File: config.mk
export PLATFORM = sky130hd
export DESIGN_NAME = d16_decode_pipe_flat
export DESIGN_NICKNAME = d
export VERILOG_FILES = /design/src/rtl/d16_decode_if.sv /design/src/rtl/d16_decode_pipe.sv /design/src/flat_wrapper.sv
export SDC_FILE = /design/constraint.sdc
export NUM_CORES = 1
export LEC_CHECK = 0
export CORE_MARGIN = 4
export CORE_UTILIZATION = 32
export CTS_CLUSTER_SIZE = 30
export DETAILED_ROUTE_END_ITERATION = 8
export HOLD_SLACK_MARGIN = 0.02
export PLACE_DENSITY = 0.64
export REMOVE_ABC_BUFFERS = 1
export SLEW_MARGIN = 20
export SYNTH_ARGS = -nofsm -noshare
export SYNTH_HDL_FRONTEND = slang
export SYNTH_SLANG_ARGS = --single-unit
File: constraint.sdc
create_clock -name sys_clk -period 2.1 [get_ports sys_clk]
set_input_delay 0.315 -clock sys_clk [delete_from_list [all_inputs] [get_ports sys_clk]]
set_output_delay 0.315 -clock sys_clk [all_outputs]
set_load 0.01 [all_outputs]
File: src/rtl/d16_decode_if.sv
`default_nettype none
// +------------------------------------------------------------------+
// | d16_decode_if : fetch-side and execute-side handshake bundle for   |
// |                 the d16 decode stage.            Revision: 1.0     |
// +------------------------------------------------------------------+
interface d16_decode_if #(
   parameter int W = 16
);
   logic          in_valid;
   logic          in_ready;
   logic [31:0]   in_instr;
   logic          out_valid;
   logic          out_ready;
   logic [7:0]    out_op;
   logic [W-1:0]  out_a;
   logic [W-1:0]  out_b;
   logic [W-1:0]  out_c;
   logic          out_illegal;

   modport master (
      output in_valid, in_instr, out_ready,
      input  in_ready, out_valid, out_op, out_a, out_b, out_c, out_illegal
   );

   modport slave (
      input  in_valid, in_instr, out_ready,
      output in_ready, out_valid, out_op, out_a, out_b, out_c, out_illegal
   );
endinterface
`default_nettype wire

File: src/rtl/d16_decode_pipe.sv
`default_nettype none
// +------------------------------------------------------------------+
// | d16_decode_pipe : registered d16 instruction decode with a       |
// |                   two-entry skid buffer.         Revision: 1.0     |
// +------------------------------------------------------------------+
module d16_decode_pipe #(
   parameter int W          = 16,
   parameter bit SIGNED_IMM = 1'b0
) (
   input  logic        sys_clk,
   input  logic        sys_rst,
   input  logic        flush,
   d16_decode_if.slave bus
);

   localparam logic [7:0] C_OP_ADD = 8'h01;
   localparam logic [7:0] C_OP_SUB = 8'h02;
   localparam logic [7:0] C_OP_SHL = 8'h03;
   localparam logic [7:0] C_OP_SHR = 8'h04;
   localparam logic [7:0] C_OP_OR  = 8'h05;
   localparam logic [7:0] C_OP_AND = 8'h06;
   localparam logic [7:0] C_OP_EQU = 8'h07;
   localparam logic [7:0] C_OP_LTE = 8'h08;
   localparam logic [7:0] C_OP_GTE = 8'h09;
   localparam logic [7:0] C_OP_LT  = 8'h0A;
   localparam logic [7:0] C_OP_GT  = 8'h0B;
   localparam logic [7:0] C_OP_AFC = 8'h0C;
   localparam logic [7:0] C_OP_COP = 8'h0D;
   localparam logic [7:0] C_OP_LOP = 8'h0E;
   localparam logic [7:0] C_OP_STP = 8'h0F;
   localparam logic [7:0] C_OP_LOD = 8'h10;
   localparam logic [7:0] C_OP_STR = 8'h11;
   localparam logic [7:0] C_OP_JMP = 8'h12;
   localparam logic [7:0] C_OP_JMZ = 8'h13;

   if (W < 16) begin : g_bad_width
      $error("d16_decode_pipe: W must be at least 16");
   end

   typedef struct packed {
      logic [7:0]   op;
      logic [W-1:0] a;
      logic [W-1:0] b;
      logic [W-1:0] c;
      logic         illegal;
   } dec_t;

   typedef enum logic [1:0] {
      EMPTY = 2'd0,
      ONE   = 2'd1,
      TWO   = 2'd2
   } state_t;

   state_t      state_q, state_d;
   dec_t        m_q, m_d;
   dec_t        s_q, s_d;
   dec_t        dec;
   logic [7:0]  op, fa, fb, fc;
   logic [15:0] imm;
   logic        in_ready;
   logic        accept;
   logic        pop;

   assign op  = bus.in_instr[31:24];
   assign fa  = bus.in_instr[23:16];
   assign fb  = bus.in_instr[15:8];
   assign fc  = bus.in_instr[7:0];
   assign imm = {fb, fc};

   always_comb begin : p_decode
      dec    = '0;
      dec.op = op;
      case (op)
         C_OP_ADD, C_OP_SUB, C_OP_SHL, C_OP_SHR, C_OP_OR, C_OP_AND,
         C_OP_EQU, C_OP_LTE, C_OP_GTE, C_OP_LT, C_OP_GT: begin
            dec.a = W'(fa);
            dec.b = W'(fb);
            dec.c = W'(fc);
         end
         C_OP_AFC, C_OP_LOD: begin
            dec.a = W'(fa);
            dec.b = SIGNED_IMM ? W'($signed(imm)) : W'(imm);
         end
         C_OP_COP: begin
            dec.a = W'(fa);
            dec.b = W'(fb);
         end
         C_OP_LOP: begin
            dec.a = W'(fa);
            dec.b = W'($signed(fb));
            dec.c = W'(fc);
         end
         C_OP_STP: begin
            dec.a = W'($signed(fa));
            dec.b = W'(fb);
            dec.c = W'(fc);
         end
         // Addresses are never sign-extended, whatever SIGNED_IMM says.
         C_OP_STR, C_OP_JMZ: begin
            dec.a = W'({fa, fb});
            dec.b = W'(fc);
         end
         C_OP_JMP: begin
            dec.a = W'({fa, fb});
         end
         default: begin
            dec.illegal = 1'b1;
         end
      endcase
   end

   // Ready is a function of registered state only, never of out_ready.
   assign in_ready = (state_q != TWO) && !flush && !sys_rst;
   assign accept   = bus.in_valid && in_ready;
   assign pop      = (state_q != EMPTY) && bus.out_ready;

   always_comb begin : p_next
      state_d = state_q;
      m_d     = m_q;
      s_d     = s_q;
      case (state_q)
         EMPTY: begin
            if (accept) begin
               m_d     = dec;
               state_d = ONE;
            end
         end
         ONE: begin
            if (accept && !pop) begin
               s_d     = dec;
               state_d = TWO;
            end else if (!accept && pop) begin
               state_d = EMPTY;
            end else if (accept && pop) begin
               m_d = dec;
            end
         end
         TWO: begin
            if (pop) begin
               m_d     = s_q;
               state_d = ONE;
            end
         end
         default: begin
            state_d = EMPTY;
         end
      endcase
      if (flush) begin
         state_d = EMPTY;
      end
   end

   always_ff @(posedge sys_clk) begin : p_state
      if (sys_rst) begin
         state_q <= EMPTY;
         m_q     <= '0;
         s_q     <= '0;
      end else begin
         state_q <= state_d;
         m_q     <= m_d;
         s_q     <= s_d;
      end
   end

   assign bus.in_ready    = in_ready;
   assign bus.out_valid   = (state_q != EMPTY);
   assign bus.out_op      = m_q.op;
   assign bus.out_a       = m_q.a;
   assign bus.out_b       = m_q.b;
   assign bus.out_c       = m_q.c;
   assign bus.out_illegal = m_q.illegal;

endmodule
`default_nettype wire

File: src/flat_wrapper.sv
// flat-port wrapper written by rule: the top's interface ports become plain ports
module d16_decode_pipe_flat 
#(
   parameter int W          = 16,
   parameter bit SIGNED_IMM = 1'b0
)
  (sys_clk, sys_rst, flush, bus_in_valid, bus_in_instr, bus_out_ready, bus_in_ready, bus_out_valid, bus_out_op, bus_out_a, bus_out_b, bus_out_c, bus_out_illegal);
  d16_decode_if #(.W(W)) bus_i ();
  input  logic sys_clk;
  input  logic sys_rst;
  input  logic flush;
  input wire logic [$bits(bus_i.in_valid)-1:0] bus_in_valid;
  input wire logic [$bits(bus_i.in_instr)-1:0] bus_in_instr;
  input wire logic [$bits(bus_i.out_ready)-1:0] bus_out_ready;
  output wire logic [$bits(bus_i.in_ready)-1:0] bus_in_ready;
  output wire logic [$bits(bus_i.out_valid)-1:0] bus_out_valid;
  output wire logic [$bits(bus_i.out_op)-1:0] bus_out_op;
  output wire logic [$bits(bus_i.out_a)-1:0] bus_out_a;
  output wire logic [$bits(bus_i.out_b)-1:0] bus_out_b;
  output wire logic [$bits(bus_i.out_c)-1:0] bus_out_c;
  output wire logic [$bits(bus_i.out_illegal)-1:0] bus_out_illegal;
  assign bus_i.in_valid = bus_in_valid;
  assign bus_i.in_instr = bus_in_instr;
  assign bus_i.out_ready = bus_out_ready;
  assign bus_in_ready = bus_i.in_ready;
  assign bus_out_valid = bus_i.out_valid;
  assign bus_out_op = bus_i.out_op;
  assign bus_out_a = bus_i.out_a;
  assign bus_out_b = bus_i.out_b;
  assign bus_out_c = bus_i.out_c;
  assign bus_out_illegal = bus_i.out_illegal;
  d16_decode_pipe #(.W(W), .SIGNED_IMM(SIGNED_IMM)) u_core (.sys_clk(sys_clk), .sys_rst(sys_rst), .flush(flush), .bus(bus_i));
endmodule
==> results by group, run 1 <==
Timing
  • RSZ-0062 raised after global routing: no
  • Min Tclk post-route: 2.02 ns
  • Fin worst setup slack: 0.0777 ns
  • Max-slew headroom: 48.9%
  • Final setup fails: 0
  • Pins over their slew limit: 0
  • Clock Skew: 0.00505 ns
  • Worst-Margin Slew: 0.767 ns
  • Setup TNS: 0 ns
  • Fin crit share: 96.3%
  • Max Clock Freq: 494 MHz
  • Final hold slack: 0.287 ns
  • Hold Vio Cnt, Final: 0

Floorplan
  • Core area: 14500 um^2
  • DIE AREA: 16700 um^2
  • Rows: 44
  • Die height: 129 um
  • I/O pins: 96
  • Initial Util: 32.5%
  • Die width: 129 um

Yosys
  • Yosys top cell area share: 42.6%
  • Number of synthesized flops with an enable pin: 0
  • Synth Flop Type: dfxtp_1
  • Synth Warn #: 0
  • Post-Synthesis Cells: 581
  • Ys async rst share: 0%
  • Register area share after synthesis: 42.6%
  • Synthesized flop and latch total: 100
  • Synthesized cell area: 4700 um^2
  • Yosys top cell by area: dfxtp_1
  • Dominant cells by area after synthesis: dfxtp_1 (43%), nand2_1 (7.6%), nor2_1 (6.3%), a21oi_1 (6.0%), a211oi_1 (5.1%)
  • Yosys cell types: 55
  • Synthesized area per cell: 8.10 um^2

Placed design
  • Placed insts: 853
  • Buffers added on ports: 87
  • Hpwl dp: 10.3 mm
  • Pre-CTS setup slack: -0.361 ns
  • Routability Congestion: 0.835

Routing
  • Post-route DRC: 0
  • Antenna Nets Post-Route: 0
  • Routed length per instance: 17.1 um
  • Via count: 4731
  • DRT Pass-1 Iters: 5
  • 1st-iter DRT viols: 360
  • Post-Route WL: 15.0 mm
  • Vias per cell: 5.43

Setup path
  • Setup CP Type: in -> reg
  • Crit. End Element: register
  • Flop-to-flop setup slack: 0.20 ns
  • Critical path peak fanout: 15
  • CP arrival: 2.28 ns
  • FF-to-FF path depth: 7
  • Worst setup SP type: primary input
  • WP data required: 2.36 ns

Clock tree
  • Clk slew on worst S/H paths: 0.06 ns
  • Hold_buf cts: 0
  • CTS H-tree depth: 3
  • Clk_lat worst skew: 0.35 ns
  • Root cell of the clock tree: clkbuf_16
  • Maximum clock path buffer count: 2
  • Number of CTS-inserted buffers: 9
  • CTS tree: done
  • Clock tree sinks: 100

Worst hold path
  • Hold Path Class: in -> reg
  • Hold path depth: 2

Layout
  • Synth-to-Final Area Change: 37.1%
  • Most common cell after layout, fill and taps aside: dfxtp_1
  • Post-Layout Cell Count: 872
  • Nets@finish: 720
  • Most frequent cells in the layout: dfxtp_1 (100), nand2_1 (95), clkdlybuf4s50_1 (83)
  • ANT cells: 0
  • Layout cells sized above 1: 15.1%

Global routing
  • Vias in the first global route: 4715
  • Initial antenna violation count: 0
  • Largest net degree at the start of global routing: 72
  • Total track usage: 17.7%
  • First-pass GRT wire length: 23.6 mm
  • Gr ovfl total: 0

Job
  • Maxcap violations: 0

Pwr
  • PwrDens: 653 nW/um^2
  • Pleak: 2.32 nW
  • Peak VDD IR: 423 uV
  • Total power: 4.21 mW

Run status
  • Status: finished clean
==> worst max-delay path: stages <==
cell             delay, ns
clkdlybuf4s50_1       0.49
or3b_4                0.39
buf_4                 0.17
a211oi_4              0.18
a21o_2                0.18
buf_4                 0.13
nand2b_4              0.13
o31ai_1               0.29
==> stage by stage <==
step           instance area, um^2  utilization [%]
6_report                      6450             44.5
5_1_grt                       6450             44.5
4_1_cts                       6290             43.5
3_5_place_dp                  5990             41.4
3_3_place_gp                  5990             41.4
2_1_floorplan                 4420                -
==> power breakdown <==
part / switching [mW] / internal [mW] / leakage, nW
clock network: 0.701 / 0.991 / 0.144
registers: 0.0229 / 1.94 / 0.810
logic: 0.293 / 0.267 / 1.37
==> sequential cells by signal (all words and copies together), names as in the netlist <==
name                    cells
u_core.s_q                 49
u_core.bus.out_a           16
u_core.bus.out_b           16
u_core.bus.out_c            8
u_core.bus.out_op           8
u_core.state_q              2
u_core.bus.out_illegal      1
==> metal layers <==
metal  vias to the layer above  global-route usage (%)  wire length (um)
li1                       2267                       -                 -
met1                      2263                    22.4              6420
met2                       181                    29.7              7240
met4                         0                    6.18               237
met5                         -                       0                 0
met3                        20                    4.20              1050
==> cell families after synthesis <==
group / share of synthesized area, %
AOI/OAI and AO/OA: 24.8
xor gates and xnor gates: 0.186
and+or+nand+nor: 23.7
other: 0.0797
buffers and inverters: 7.16
muxes: 1.49
DFF: 42.6
==> synth_stat cells, types with 2 or more instances <==
cell type and count:
dfxtp_1 100, nand2_1 95, nor2_1 79, a21oi_1 56
a211oi_1 32, clkbuf_1 20, buf_2 19, a221oi_1 16
nor3_1 16, o31ai_1 15, buf_4 11, nand3_1 10
and3_1 9, a22o_1 8, a22oi_1 8, a311oi_1 8
inv_1 8, mux2i_1 7, o32ai_1 7, nand2b_1 5
buf_1 4, or3_1 4, buf_6 3, nor4_1 3
a211oi_2 2, a21o_1 2, nand3b_1 2, nor2_2 2
nor2b_1 2, nor4_4 2, o21ai_0 2
==> final timing paths <==
kind,start,end
max,bus_in_valid,u_core.bus.out_a[10]$_SDFFE_PP0P_
min,sys_rst,u_core.state_q[0]$_SDFFE_PP0P_
max reg2reg,u_core.state_q[1]$_SDFFE_PP0P_,u_core.bus.out_a[10]$_SDFFE_PP0P_
min reg2reg,u_core.s_q[1]$_SDFFE_PP0P_,u_core.s_q[1]$_SDFFE_PP0P_
==> final cells by class <==
type / instances / area [um^2]
Tap cell: 184 / 230
Sequential cell: 100 / 2000
Clock buffer: 15 / 268
Inverter: 8 / 30.0
Timing Repair Buffer: 142 / 1380
Multi-Input combinational cell: 422 / 2510
Fill cell: 1398 / 8030
Clock inverter: 1 / 30.0
==> repair_timing <==
item / CTS / global route
setup buffers: 0 / 2
cloned: 0 / 1
endpoints found under the setup margin: 1 / 50
resized for setup: 1 / 22
Note: power is estimated with default switching activity, not from simulation.
==> inputs of run 2 (changes only) <==
--- a/config.mk
+++ b/config.mk
@@ -5,12 +5,13 @@
 export SDC_FILE = /design/constraint.sdc
 export NUM_CORES = 1
 export LEC_CHECK = 0
+export ABC_AREA = 1
 export CORE_MARGIN = 4
-export CORE_UTILIZATION = 32
+export CORE_UTILIZATION = 55
 export CTS_CLUSTER_SIZE = 30
 export DETAILED_ROUTE_END_ITERATION = 8
 export HOLD_SLACK_MARGIN = 0.02
-export PLACE_DENSITY = 0.64
+export PLACE_DENSITY = 0.95
 export REMOVE_ABC_BUFFERS = 1
 export SLEW_MARGIN = 20
 export SYNTH_ARGS = -nofsm -noshare
==> constraint.sdc (replaced) <==
create_clock -name sys_clk -period 2.4 [get_ports sys_clk]
set_input_delay 0.36 -clock sys_clk [delete_from_list [all_inputs] [get_ports sys_clk]]
set_output_delay 0.36 -clock sys_clk [all_outputs]
set_load 0.01 [all_outputs]
==> run 2 against run 1 <==
Compared with the run above:
- total power fell by 25%
- clock skew is 0.0048 ns higher
- worst hold slack improved by 0.20 ns
- critical path type is now reg -> out
- utilization rose by 26 points
- clock power fell by 39%
- largest cell class unchanged
- die area is 39% lower
- flip-flop and latch count did not move
- sequential power down 12%
- synthesized cell count rose by 18%
==> results by group, run 2 <==
Run status
  • Status: finished clean

Timing
  • Max Clock Freq: 465 MHz
  • RSZ-0062 raised after global routing: no
  • Final setup fails: 0
  • Hold Vio Cnt, Final: 0
  • Clock Skew: 0.00985 ns
  • Max-slew headroom: 63.6%
  • Worst-Margin Slew: 0.546 ns
  • Fin crit share: 89.7%
  • Pins over their slew limit: 0
  • Min Tclk post-route: 2.15 ns

Routing
  • Post-Route WL: 13.5 mm
  • Post-route DRC: 0
  • Via count: 4907
  • Vias per cell: 5.67
  • Routed length per instance: 15.6 um
  • Antenna Nets Post-Route: 0
  • DRT Pass-1 Iters: 5
  • 1st-iter DRT viols: 356

Yosys
  • Commonest cells in the netlist: nand2_1 (107), o21ai_0 (103), dfxtp_1 (100)
  • Most frequent cell after synthesis: nand2_1
  • Yosys cell types: 27
  • Yosys top cell by area: dfxtp_1
  • Post-Synthesis Cells: 686
  • Yosys top cell area share: 42.2%
  • Synthesized area per cell: 6.91 um^2
  • Synthesized cell area: 4740 um^2
  • Synthesized flop and latch total: 100
  • Synth Flop Type: dfxtp_1
  • Register area share after synthesis: 42.2%
  • Synth Warn #: 0
  • Dominant cells by area after synthesis: dfxtp_1 (42%), o21ai_0 (11%), a21oi_1 (10%), nand2_1 (8.5%), nor2_1 (6.8%)
  • Ys async rst share: 0%
  • Number of synthesized flops with an enable pin: 0

Setup path
  • Worst setup endpoint: bus_in_ready
  • FF-to-FF Start: u_core.state_q[0]$_SDFFE_PP0P_
  • Reg2reg end: u_core.bus.out_b[5]$_SDFFE_PP0P_
  • Flop-to-flop setup slack: 0.46 ns
  • Critical path peak fanout: 12
  • WP data required: 2.04 ns
  • Crit. End Element: output pin
  • Setup CP Type: reg -> out
  • Worst setup path startpoint: u_core.state_q[0]$_SDFFE_PP0P_
  • FF-to-FF path depth: 9
  • Largest stage delay on the critical path: 0.55 ns
  • Worst path cell trace: inv_2 -> nand2_2 -> clkinv_1 -> nor2_1 -> clkdlybuf4s50_1
  • Worst setup SP type: register
  • CP max stage cell: clkdlybuf4s50_1
  • CP arrival: 1.79 ns

Placed design
  • Placed insts: 849
  • Hpwl dp: 8.97 mm
  • Routability Congestion: 0.867
  • Dpl cell area: 5640 um^2
  • Buffers added on ports: 87

Clock tree
  • Hold_buf cts: 0
  • Root cell of the clock tree: clkbuf_8
  • # Post-CTS Setup Buffers: 0
  • Cts repair resizes: 0
  • CTS tree: done
  • Number of CTS-inserted buffers: 9
  • CTS H-tree depth: 3
  • Clock tree sinks: 100
  • Clk slew on worst S/H paths: 0.10 ns
  • Maximum clock path buffer count: 2
  • Clk_lat worst skew: 0.37 ns

Job
  • Maxcap violations: 0

Pwr
  • Total power: 3.15 mW
  • Pleak: 2.57 nW
  • PwrDens: 541 nW/um^2
  • Peak VDD IR: 289 uV

Layout
  • Most common cell after layout, fill and taps aside: nand2_1
  • Nets@finish: 792
  • Design Area, Final: 5820 um^2
  • Post-Layout Cell Count: 865
  • ANT cells: 0
  • Most frequent cells in the layout: nand2_1 (107), o21ai_0 (103), dfxtp_1 (100)
  • Max reg flops: 49
  • Layout cells sized above 1: 7.37%
  • Most flops, register: u_core.s_q
  • Synth-to-Final Area Change: 22.8%

Floorplan
  • Rows: 33
  • I/O pins: 96
  • DIE AREA: 10200 um^2
  • Die height: 101 um
  • Die width: 101 um
  • Initial Util: 57.1%
  • Core area: 8300 um^2

Global routing
  • Total track usage: 26.6%
  • First-pass GRT wire length: 22.1 mm
  • Largest net degree at the start of global routing: 62
  • Gr ovfl total: 0
  • Initial antenna violation count: 0
  • Vias in the first global route: 4770

Worst hold path
  • Hold Path Class: reg -> reg
==> run 2: cell count changes in the layout (fill, tap and decap cells not counted), moves of 9 or more <==
cell / change
a21oi_1: +42
nor3_1: -14
nand2_1: +12
a211oi_1: -31
buf_4: -37
clkbuf_16: -10
o31ai_1: -14
a31oi_1: +9
o21ai_1: +26
o21ai_0: +101
inv_1: +42
inv_2: +11
a221oi_1: -14
==> run 2: worst max-delay path: cells and delay by family (launching register included) <==
kind,cells,cell delay (ns)
buffers and inverters,3,0.76
DFF,1,0.34
and+or+nand+nor,2,0.34
==> run 2: kinds of logic after synthesis <==
| kind of cell | after synthesis | synth area share, % |
|---|---|---|
| compound gates | 238 | 25.5 |
| buf+inv | 114 | 11.0 |
| flops | 100 | 42.2 |
| other cells | 1 | 0.0791 |
| simple gates | 233 | 21.2 |
==> run 2: worst min-delay path by stage <==
stage | from | to | slack [ns] | depth (start not counted)
2_1_floorplan | u_core.s_q[56]$_SDFFE_PP0P_ | u_core.bus.out_op[7]$_SDFFE_PP0P_ | 0.46 | 2
5_1_grt | u_core.s_q[56]$_SDFFE_PP0P_ | u_core.bus.out_op[7]$_SDFFE_PP0P_ | 0.53 | 2
4_1_cts | u_core.s_q[56]$_SDFFE_PP0P_ | u_core.bus.out_op[7]$_SDFFE_PP0P_ | 0.49 | 2
3_3_place_gp | u_core.s_q[54]$_SDFFE_PP0P_ | u_core.bus.out_op[5]$_SDFFE_PP0P_ | 0.47 | 2
6_report | u_core.s_q[51]$_SDFFE_PP0P_ | u_core.bus.out_op[2]$_SDFFE_PP0P_ | 0.48 | 2
3_5_place_dp | u_core.s_q[56]$_SDFFE_PP0P_ | u_core.bus.out_op[7]$_SDFFE_PP0P_ | 0.47 | 2
==> run 2: per-stage QoR <==
step	setup WS, ns	hold slack (ns)	TNS (ns)	util, %
2_1_floorplan	-0.823	0.459	-39.94	-
3_3_place_gp	0.197	0.469	0	67.9
3_5_place_dp	0.131	0.472	0	67.9
4_1_cts	0.252	0.487	0	70.1
5_1_grt	0.0755	0.528	0	70.1
6_report	0.247	0.484	0	70.1
==> run 2: layout make-up <==
type / count / area (um^2)
Clock buffer: 10 / 128
Clock inverter: 6 / 53.8
Fill cell: 682 / 2480
Inverter: 64 / 240
Multi-Input combinational cell: 479 / 2250
Sequential cell: 100 / 2000
Tap cell: 105 / 131
Timing Repair Buffer: 101 / 1010
==> run 2: report_power, final <==
group	total (mW)	switching, mW	internal (mW)
combinational	0.388	0.204	0.184
sequential	1.73	0.0253	1.70
clock	1.03	0.633	0.399
total	3.15	0.862	2.28
==> run 2: per-layer routing <==
layer  wire [um]  track usage, %
met1        5680            34.8
met2        6500            43.9
met3        1100            5.40
met4         185            8.91
met5           0               0
